===== config.mk =====
export PLATFORM = sky130hd
export DESIGN_NAME = cpu_memory_arbiter_flat
export DESIGN_NICKNAME = d
export VERILOG_FILES = /design/src/rtl/cpu_memory_arbiter_if.sv /design/src/rtl/cpu_memory_arbiter.sv /design/src/flat_wrapper.sv
export SDC_FILE = /design/constraint.sdc
export NUM_CORES = 1
export LEC_CHECK = 0
export BUFFER_PORTS_ARGS = -buffer_cell sky130_fd_sc_hd__buf_2
export CAP_MARGIN = 20
export CORE_MARGIN = 3
export CORE_UTILIZATION = 35
export DETAILED_ROUTE_END_ITERATION = 10
export PLACE_DENSITY = 0.78
export SYNTH_ARGS = -nofsm -noshare
export SYNTH_HDL_FRONTEND = slang
export SYNTH_SLANG_ARGS = --single-unit

===== constraint.sdc =====
create_clock -name CLK -period 2.1 [get_ports CLK]
set_clock_uncertainty 0.15 [all_clocks]
set_input_delay 0.21 -clock CLK [delete_from_list [all_inputs] [get_ports CLK]]
set_output_delay 0.21 -clock CLK [all_outputs]
set_load 0.005 [all_outputs]

===== src/rtl/cpu_memory_arbiter_if.sv =====
// Bus bundle between the two requesters (instruction cache refill port and
// CPU data port), the arbiter and the pipelined 16-bit memory port.
//   slave  : arbiter view (takes requests and memory responses, drives
//            acceptance, returns and memory requests)
//   master : environment view (requesters plus memory)
interface cpu_memory_arbiter_if;
    // instruction cache refill port
    logic [14:0] instr_address;
    logic        instr_rd_req;
    logic        instr_will_queue;
    logic        instr_success;
    logic [14:0] instr_requested_address;
    logic [15:0] instr_data;
    // CPU data port
    logic [14:0] data_address;
    logic        data_rd_req;
    logic        data_wr_req;
    logic [15:0] data_wr_data;
    logic [1:0]  data_wr_mask;
    logic        data_ready;
    logic        data_rd_valid;
    logic [15:0] data_rd_data;
    // memory port
    logic [14:0] mem_address;
    logic        mem_rd;
    logic        mem_wr;
    logic [15:0] mem_wr_data;
    logic [1:0]  mem_wr_mask;
    logic        mem_grant;
    logic [15:0] mem_rd_data;

    modport slave (
        input  instr_address, instr_rd_req,
        input  data_address, data_rd_req, data_wr_req, data_wr_data, data_wr_mask,
        input  mem_grant, mem_rd_data,
        output instr_will_queue, instr_success, instr_requested_address, instr_data,
        output data_ready, data_rd_valid, data_rd_data,
        output mem_address, mem_rd, mem_wr, mem_wr_data, mem_wr_mask
    );

    modport master (
        output instr_address, instr_rd_req,
        output data_address, data_rd_req, data_wr_req, data_wr_data, data_wr_mask,
        output mem_grant, mem_rd_data,
        input  instr_will_queue, instr_success, instr_requested_address, instr_data,
        input  data_ready, data_rd_valid, data_rd_data,
        input  mem_address, mem_rd, mem_wr, mem_wr_data, mem_wr_mask
    );
endinterface


===== src/rtl/cpu_memory_arbiter.sv =====
// Arbitrates one pipelined 16-bit memory port between the instruction cache
// refill port (read-only) and the CPU data port (read/write). The data port
// has priority; the instruction port is forced a slot after losing
// STARVE_LIMIT consecutive cycles. In-flight reads carry a tag
// {valid, owner, address} down a fixed READ_LATENCY-deep pipeline so each
// returned word is routed to its owner with the address it came from.
// Ports:
//   CLK  - system clock
//   RST  - asynchronous reset, active-high
//   bus  - cpu_memory_arbiter_if.slave (requester, return and memory signals)
module cpu_memory_arbiter #(
    parameter int unsigned READ_LATENCY = 2,
    parameter int unsigned STARVE_LIMIT = 4
) (
    input  logic                  CLK,
    input  logic                  RST,
    cpu_memory_arbiter_if.slave   bus
);
    localparam int unsigned LAST       = READ_LATENCY - 1;
    localparam logic [2:0]  STARVE_MAX = 3'(STARVE_LIMIT);

    typedef enum logic [1:0] {
        GNT_NONE,
        GNT_INSTR,
        GNT_DATA
    } grant_t;

    grant_t      grant;
    logic        data_req;
    logic        accept_rd;
    logic [2:0]  starve_cnt;

    logic        tag_valid [READ_LATENCY];
    logic        tag_instr [READ_LATENCY];
    logic [14:0] tag_addr  [READ_LATENCY];

    assign data_req = bus.data_rd_req | bus.data_wr_req;

    // Grant decision and memory request mux; reset forces the idle grant.
    always_comb begin
        grant                = GNT_NONE;
        bus.mem_address      = '0;
        bus.mem_rd           = 1'b0;
        bus.mem_wr           = 1'b0;
        bus.mem_wr_data      = '0;
        bus.mem_wr_mask      = '0;
        bus.instr_will_queue = 1'b0;
        bus.data_ready       = 1'b0;
        accept_rd            = 1'b0;

        if (!RST) begin
            if (bus.instr_rd_req && (starve_cnt == STARVE_MAX || !data_req))
                grant = GNT_INSTR;
            else if (data_req)
                grant = GNT_DATA;
        end

        case (grant)
            GNT_INSTR: begin
                bus.mem_address      = bus.instr_address;
                bus.mem_rd           = 1'b1;
                bus.instr_will_queue = bus.mem_grant;
                accept_rd            = bus.mem_grant;
            end
            GNT_DATA: begin
                bus.mem_address = bus.data_address;
                bus.data_ready  = bus.mem_grant;
                // read+write together is a write
                if (bus.data_wr_req) begin
                    bus.mem_wr      = 1'b1;
                    bus.mem_wr_data = bus.data_wr_data;
                    bus.mem_wr_mask = bus.data_wr_mask;
                end else begin
                    bus.mem_rd = 1'b1;
                    accept_rd  = bus.mem_grant;
                end
            end
            default: ;
        endcase
    end

    // Saturating count of consecutive cycles the instruction port waited.
    // Holding at the limit keeps the forced slot through grant stalls.
    always_ff @(posedge CLK or posedge RST) begin
        if (RST)
            starve_cnt <= '0;
        else if (!bus.instr_rd_req || bus.instr_will_queue)
            starve_cnt <= '0;
        else if (starve_cnt < STARVE_MAX)
            starve_cnt <= starve_cnt + 3'd1;
    end

    // Fixed-latency tag pipeline; never stalls.
    always_ff @(posedge CLK or posedge RST) begin
        if (RST) begin
            for (int unsigned i = 0; i < READ_LATENCY; i++) begin
                tag_valid[i] <= 1'b0;
                tag_instr[i] <= 1'b0;
                tag_addr[i]  <= '0;
            end
        end else begin
            tag_valid[0] <= accept_rd;
            tag_instr[0] <= (grant == GNT_INSTR);
            tag_addr[0]  <= bus.mem_address;
            for (int unsigned i = 1; i < READ_LATENCY; i++) begin
                tag_valid[i] <= tag_valid[i-1];
                tag_instr[i] <= tag_instr[i-1];
                tag_addr[i]  <= tag_addr[i-1];
            end
        end
    end

    assign bus.instr_success           = tag_valid[LAST] & tag_instr[LAST];
    assign bus.instr_requested_address = tag_addr[LAST];
    assign bus.instr_data              = bus.mem_rd_data;
    assign bus.data_rd_valid           = tag_valid[LAST] & ~tag_instr[LAST];
    assign bus.data_rd_data            = bus.mem_rd_data;
endmodule


===== src/flat_wrapper.sv =====
// flat-port wrapper written by rule: the top's interface ports become plain ports
module cpu_memory_arbiter_flat 
#(
    parameter int unsigned READ_LATENCY = 2,
    parameter int unsigned STARVE_LIMIT = 4
)
  (CLK, RST, bus_instr_address, bus_instr_rd_req, bus_data_address, bus_data_rd_req, bus_data_wr_req, bus_data_wr_data, bus_data_wr_mask, bus_mem_grant, bus_mem_rd_data, bus_instr_will_queue, bus_instr_success, bus_instr_requested_address, bus_instr_data, bus_data_ready, bus_data_rd_valid, bus_data_rd_data, bus_mem_address, bus_mem_rd, bus_mem_wr, bus_mem_wr_data, bus_mem_wr_mask);
  cpu_memory_arbiter_if bus_i ();
  input  logic CLK;
  input  logic RST;
  input wire logic [$bits(bus_i.instr_address)-1:0] bus_instr_address;
  input wire logic [$bits(bus_i.instr_rd_req)-1:0] bus_instr_rd_req;
  input wire logic [$bits(bus_i.data_address)-1:0] bus_data_address;
  input wire logic [$bits(bus_i.data_rd_req)-1:0] bus_data_rd_req;
  input wire logic [$bits(bus_i.data_wr_req)-1:0] bus_data_wr_req;
  input wire logic [$bits(bus_i.data_wr_data)-1:0] bus_data_wr_data;
  input wire logic [$bits(bus_i.data_wr_mask)-1:0] bus_data_wr_mask;
  input wire logic [$bits(bus_i.mem_grant)-1:0] bus_mem_grant;
  input wire logic [$bits(bus_i.mem_rd_data)-1:0] bus_mem_rd_data;
  output wire logic [$bits(bus_i.instr_will_queue)-1:0] bus_instr_will_queue;
  output wire logic [$bits(bus_i.instr_success)-1:0] bus_instr_success;
  output wire logic [$bits(bus_i.instr_requested_address)-1:0] bus_instr_requested_address;
  output wire logic [$bits(bus_i.instr_data)-1:0] bus_instr_data;
  output wire logic [$bits(bus_i.data_ready)-1:0] bus_data_ready;
  output wire logic [$bits(bus_i.data_rd_valid)-1:0] bus_data_rd_valid;
  output wire logic [$bits(bus_i.data_rd_data)-1:0] bus_data_rd_data;
  output wire logic [$bits(bus_i.mem_address)-1:0] bus_mem_address;
  output wire logic [$bits(bus_i.mem_rd)-1:0] bus_mem_rd;
  output wire logic [$bits(bus_i.mem_wr)-1:0] bus_mem_wr;
  output wire logic [$bits(bus_i.mem_wr_data)-1:0] bus_mem_wr_data;
  output wire logic [$bits(bus_i.mem_wr_mask)-1:0] bus_mem_wr_mask;
  assign bus_i.instr_address = bus_instr_address;
  assign bus_i.instr_rd_req = bus_instr_rd_req;
  assign bus_i.data_address = bus_data_address;
  assign bus_i.data_rd_req = bus_data_rd_req;
  assign bus_i.data_wr_req = bus_data_wr_req;
  assign bus_i.data_wr_data = bus_data_wr_data;
  assign bus_i.data_wr_mask = bus_data_wr_mask;
  assign bus_i.mem_grant = bus_mem_grant;
  assign bus_i.mem_rd_data = bus_mem_rd_data;
  assign bus_instr_will_queue = bus_i.instr_will_queue;
  assign bus_instr_success = bus_i.instr_success;
  assign bus_instr_requested_address = bus_i.instr_requested_address;
  assign bus_instr_data = bus_i.instr_data;
  assign bus_data_ready = bus_i.data_ready;
  assign bus_data_rd_valid = bus_i.data_rd_valid;
  assign bus_data_rd_data = bus_i.data_rd_data;
  assign bus_mem_address = bus_i.mem_address;
  assign bus_mem_rd = bus_i.mem_rd;
  assign bus_mem_wr = bus_i.mem_wr;
  assign bus_mem_wr_data = bus_i.mem_wr_data;
  assign bus_mem_wr_mask = bus_i.mem_wr_mask;
  cpu_memory_arbiter #(.READ_LATENCY(READ_LATENCY), .STARVE_LIMIT(STARVE_LIMIT)) u_core (.CLK(CLK), .RST(RST), .bus(bus_i));
endmodule

==> metrics.md <==
| Metric | Value |
|---|---|
| Outcome | finished, violations left |
| Failing checks | negative setup slack |
| Synth area leader | dfrtp_1 |
| Arrival time worst endpoint | around 1900 ps |
| Final Hold Fails | 0 |
| Post-Layout Cell Count | 328 |
| #FFs+latches synth | 37 |
| RSZ-0062 raised after global routing | yes |
| Worst EP required | 1740 ps |
| Sink Count | 37 |
| Grt ovf | 0 |
| Fillers | 464 |
| Post-synth top area share | 0.4973 |
| Htree depth | 2 |
| Kind of critical path | reg -> out |
| Slew Viols, Final | 0 |
| Most frequent cells in the layout | buf_2 (105), dfrtp_1 (37), buf_4 (21) |
| Worst setup margin | -194.2 ps |
| Hold WC Path Type | in -> reg |
| DP Cell Count | 296 |
| Max Root-Sink Buffers | 2 |
| Cells after synthesis | around 170 |
| Placement Setup Slack | -131.5 ps |
| Via/cell ratio | approximately 4.5 |
| # diodes | 0 |
| Synthesis-to-layout area growth | 43.15% |
| GP Congestion | 0.8053 |
| Worst reg2reg startpoint | u_core.starve_cnt[1] |
| Ports | 156 |
| Syn Area/Cell | 10.76 um^2 |
| Worst hold start | bus_instr_address[4] |
| Post-layout nets | 334 |
| Worst setup EP type | output pin |
| FP Rows | 25 |
| Worst-Margin Slew | 343.0 ps |
| Initial drt markers | 32 |
| Worst vdd ir | 0.6445 mV |
| Num CTS Buffers | 5 |
| Seq/Total Area, Yosys | 0.4973 |
| Skew-Pair Late Insertion Delay | 270 ps |
| CTS tree | yes |
| Layout cell share with drive strength beyond 1 | 0.7126 |
| Port bufs | 107 |
| Via count | 1461 |
| Tot GR Track Use | 0.1508 |
| Mapped Area | ~0.0019 mm^2 |
| Drt pass-1 iters | 2 |
| Die width | 78.94 um |
| Final Cycle Share | 1.092 |
| Syn_nets | 247 |
| Most common cell after layout, fill and taps aside | buf_2 |
| Critical Path Source | u_core.starve_cnt[1] |
| Top post-synthesis cells by area | dfrtp_1 (50%), buf_4 (19%), a22oi_1 (6.0%), nor2_1 (3.8%), and3_2 (3.6%) |
| Die Ht | about 80 um |
| Largest net degree at the start of global routing | 22 |
| Max Cap Viol | 0 |
| Root Buffer | clkbuf_8 |
| Pwr dens | around 660 mW/mm^2 |
| Slew margin rel. | 0.7713 |
| Vias in the first global route | approximately 1500 |
| Highest Clock Rate | 435.9 MHz |
| Final ANT Viol Nets | 0 |
| Sum Neg Setup Slack | -4689 ps |
| Crit start category | flip-flop |
| Synth warn | 0 |
| Initial antenna violation count | 0 |
| Final setup vio count | 40 |
| Final min period | 2294 ps |
| Drc violations | 0 |
| Worst-path clk slew | around 60 ps |
| Die area | 0.006231 mm^2 |
| Leak | 0.001500 uW |
| Starting Density | 0.3767 |
| Unique masters post-synth | 23 |
| Wire length per cell | about 14 um |
| Critical path fanouts, max | 6 |
| First-pass GRT wire length | about 7300 um |
| Core Box Area | 0.004942 mm^2 |
| Routed wire length | about 4700 um |
| Hpwl dp | approximately 3200 um |
## cell families after synthesis
| family | Yosys count | share of synthesized area |
|---|---|---|
| AOI/OAI and AO/OA | 21 | 0.08602 |
| xor gates and xnor gates | 1 | 0.004705 |
| adders and majority gates | 4 | 0.02688 |
| buffers and inverters | 62 | 0.2419 |
| DFF | 37 | 0.4973 |
| muxes | 1 | 0.005377 |
| and+or+nand+nor | 47 | 0.1378 |
## cell usage after synthesis
master / n
buf_2: 2
mux2i_1: 1
and3_2: 9
buf_4: 48
a21bo_2: 1
dfrtp_1: 37
inv_1: 4
xor2_1: 1
clkbuf_2: 4
buf_6: 4
and3_1: 10
nor2b_1: 1
a21oi_1: 2
o2bb2ai_1: 1
nand3_1: 1
a311oi_1: 1
nand2b_1: 2
ha_1: 4
a22oi_1: 15
and2_1: 4
nor2_2: 1
a311o_1: 1
nor2_1: 19
## critical path: stages (launching register included)
cell,delay [ps]
dfrtp_1,370
inv_2,50
ha_4,170
a311oi_4,300
ha_4,250
clkbuf_16,170
a22oi_2,70
nor2_1,140
buf_2,130
## timing repair
action	in CTS	in global routing
setup buffers	20	2
endpoints found under the hold margin	37	0
endpoints found under the setup margin	37	40
hold buffers	1	0
resized for setup	31	11
pin swaps	9	12
gates cloned	0	1
## per-stage QoR
step           utilization  hold WS, ps  cell area [um^2]  power (uW)
2_1_floorplan            -        28.54              1887       981.5
3_3_place_gp        0.4314        162.6              2132        1036
3_5_place_dp        0.4314        166.3              2132        1044
4_1_cts             0.5210        48.08              2575        1753
5_1_grt             0.5392        60.26              2665        1864
6_report            0.5392        54.58              2665        1770
## state kept, by name (all words and copies together), names as in the netlist
name / cells
u_core.bus.instr_requested_address: 15
u_core.tag_addr: 15
u_core.starve_cnt: 3
u_core.tag_instr: 2
u_core.tag_valid: 2
## report_power, final
part           switching (uW)  internal [uW]
sequential               18.5            751
clock                     229            387
combinational             176            208
total                     424           1350
## worst paths after layout
| check | end | slack, ps | depth (start not counted) |
|---|---|---|---|
| worst min-delay path | u_core.tag_addr[19] | 50 | 3 |
| worst min register to register | u_core.bus.instr_requested_address[4] | 200 | 0 |
| worst max register to register | u_core.tag_addr[25] | -130 | 11 |
| min in group asynchronous | u_core.tag_addr[26] | 440 | 4 |
| worst max-delay path | bus_mem_address[11] | -190 | 8 |
| max in group asynchronous | u_core.tag_addr[21] | 1130 | 4 |
## layout make-up
cell class	instances	area [um^2]	share of cell area
Clock inverter	1	30.03	0.01127
Sequential cell	37	925.9	0.3474
Inverter	4	18.77	0.007042
Tap cell	67	83.83	0.03146
Multi-Input combinational cell	74	664.4	0.2493
Clock buffer	7	86.33	0.03239
Timing Repair Buffer	138	855.8	0.3211
## per-layer routing
metal	vias to the layer above	wire, um	share of wire	track usage
li1	702	-	-	-
met4	0	84	0.018	0.04296
met2	47	2604	0.55	0.2708
met3	16	293	0.062	0.04195
met5	-	0	0	0
met1	696	1737	0.37	0.1755
Note: power is estimated with default switching activity, not from simulation.
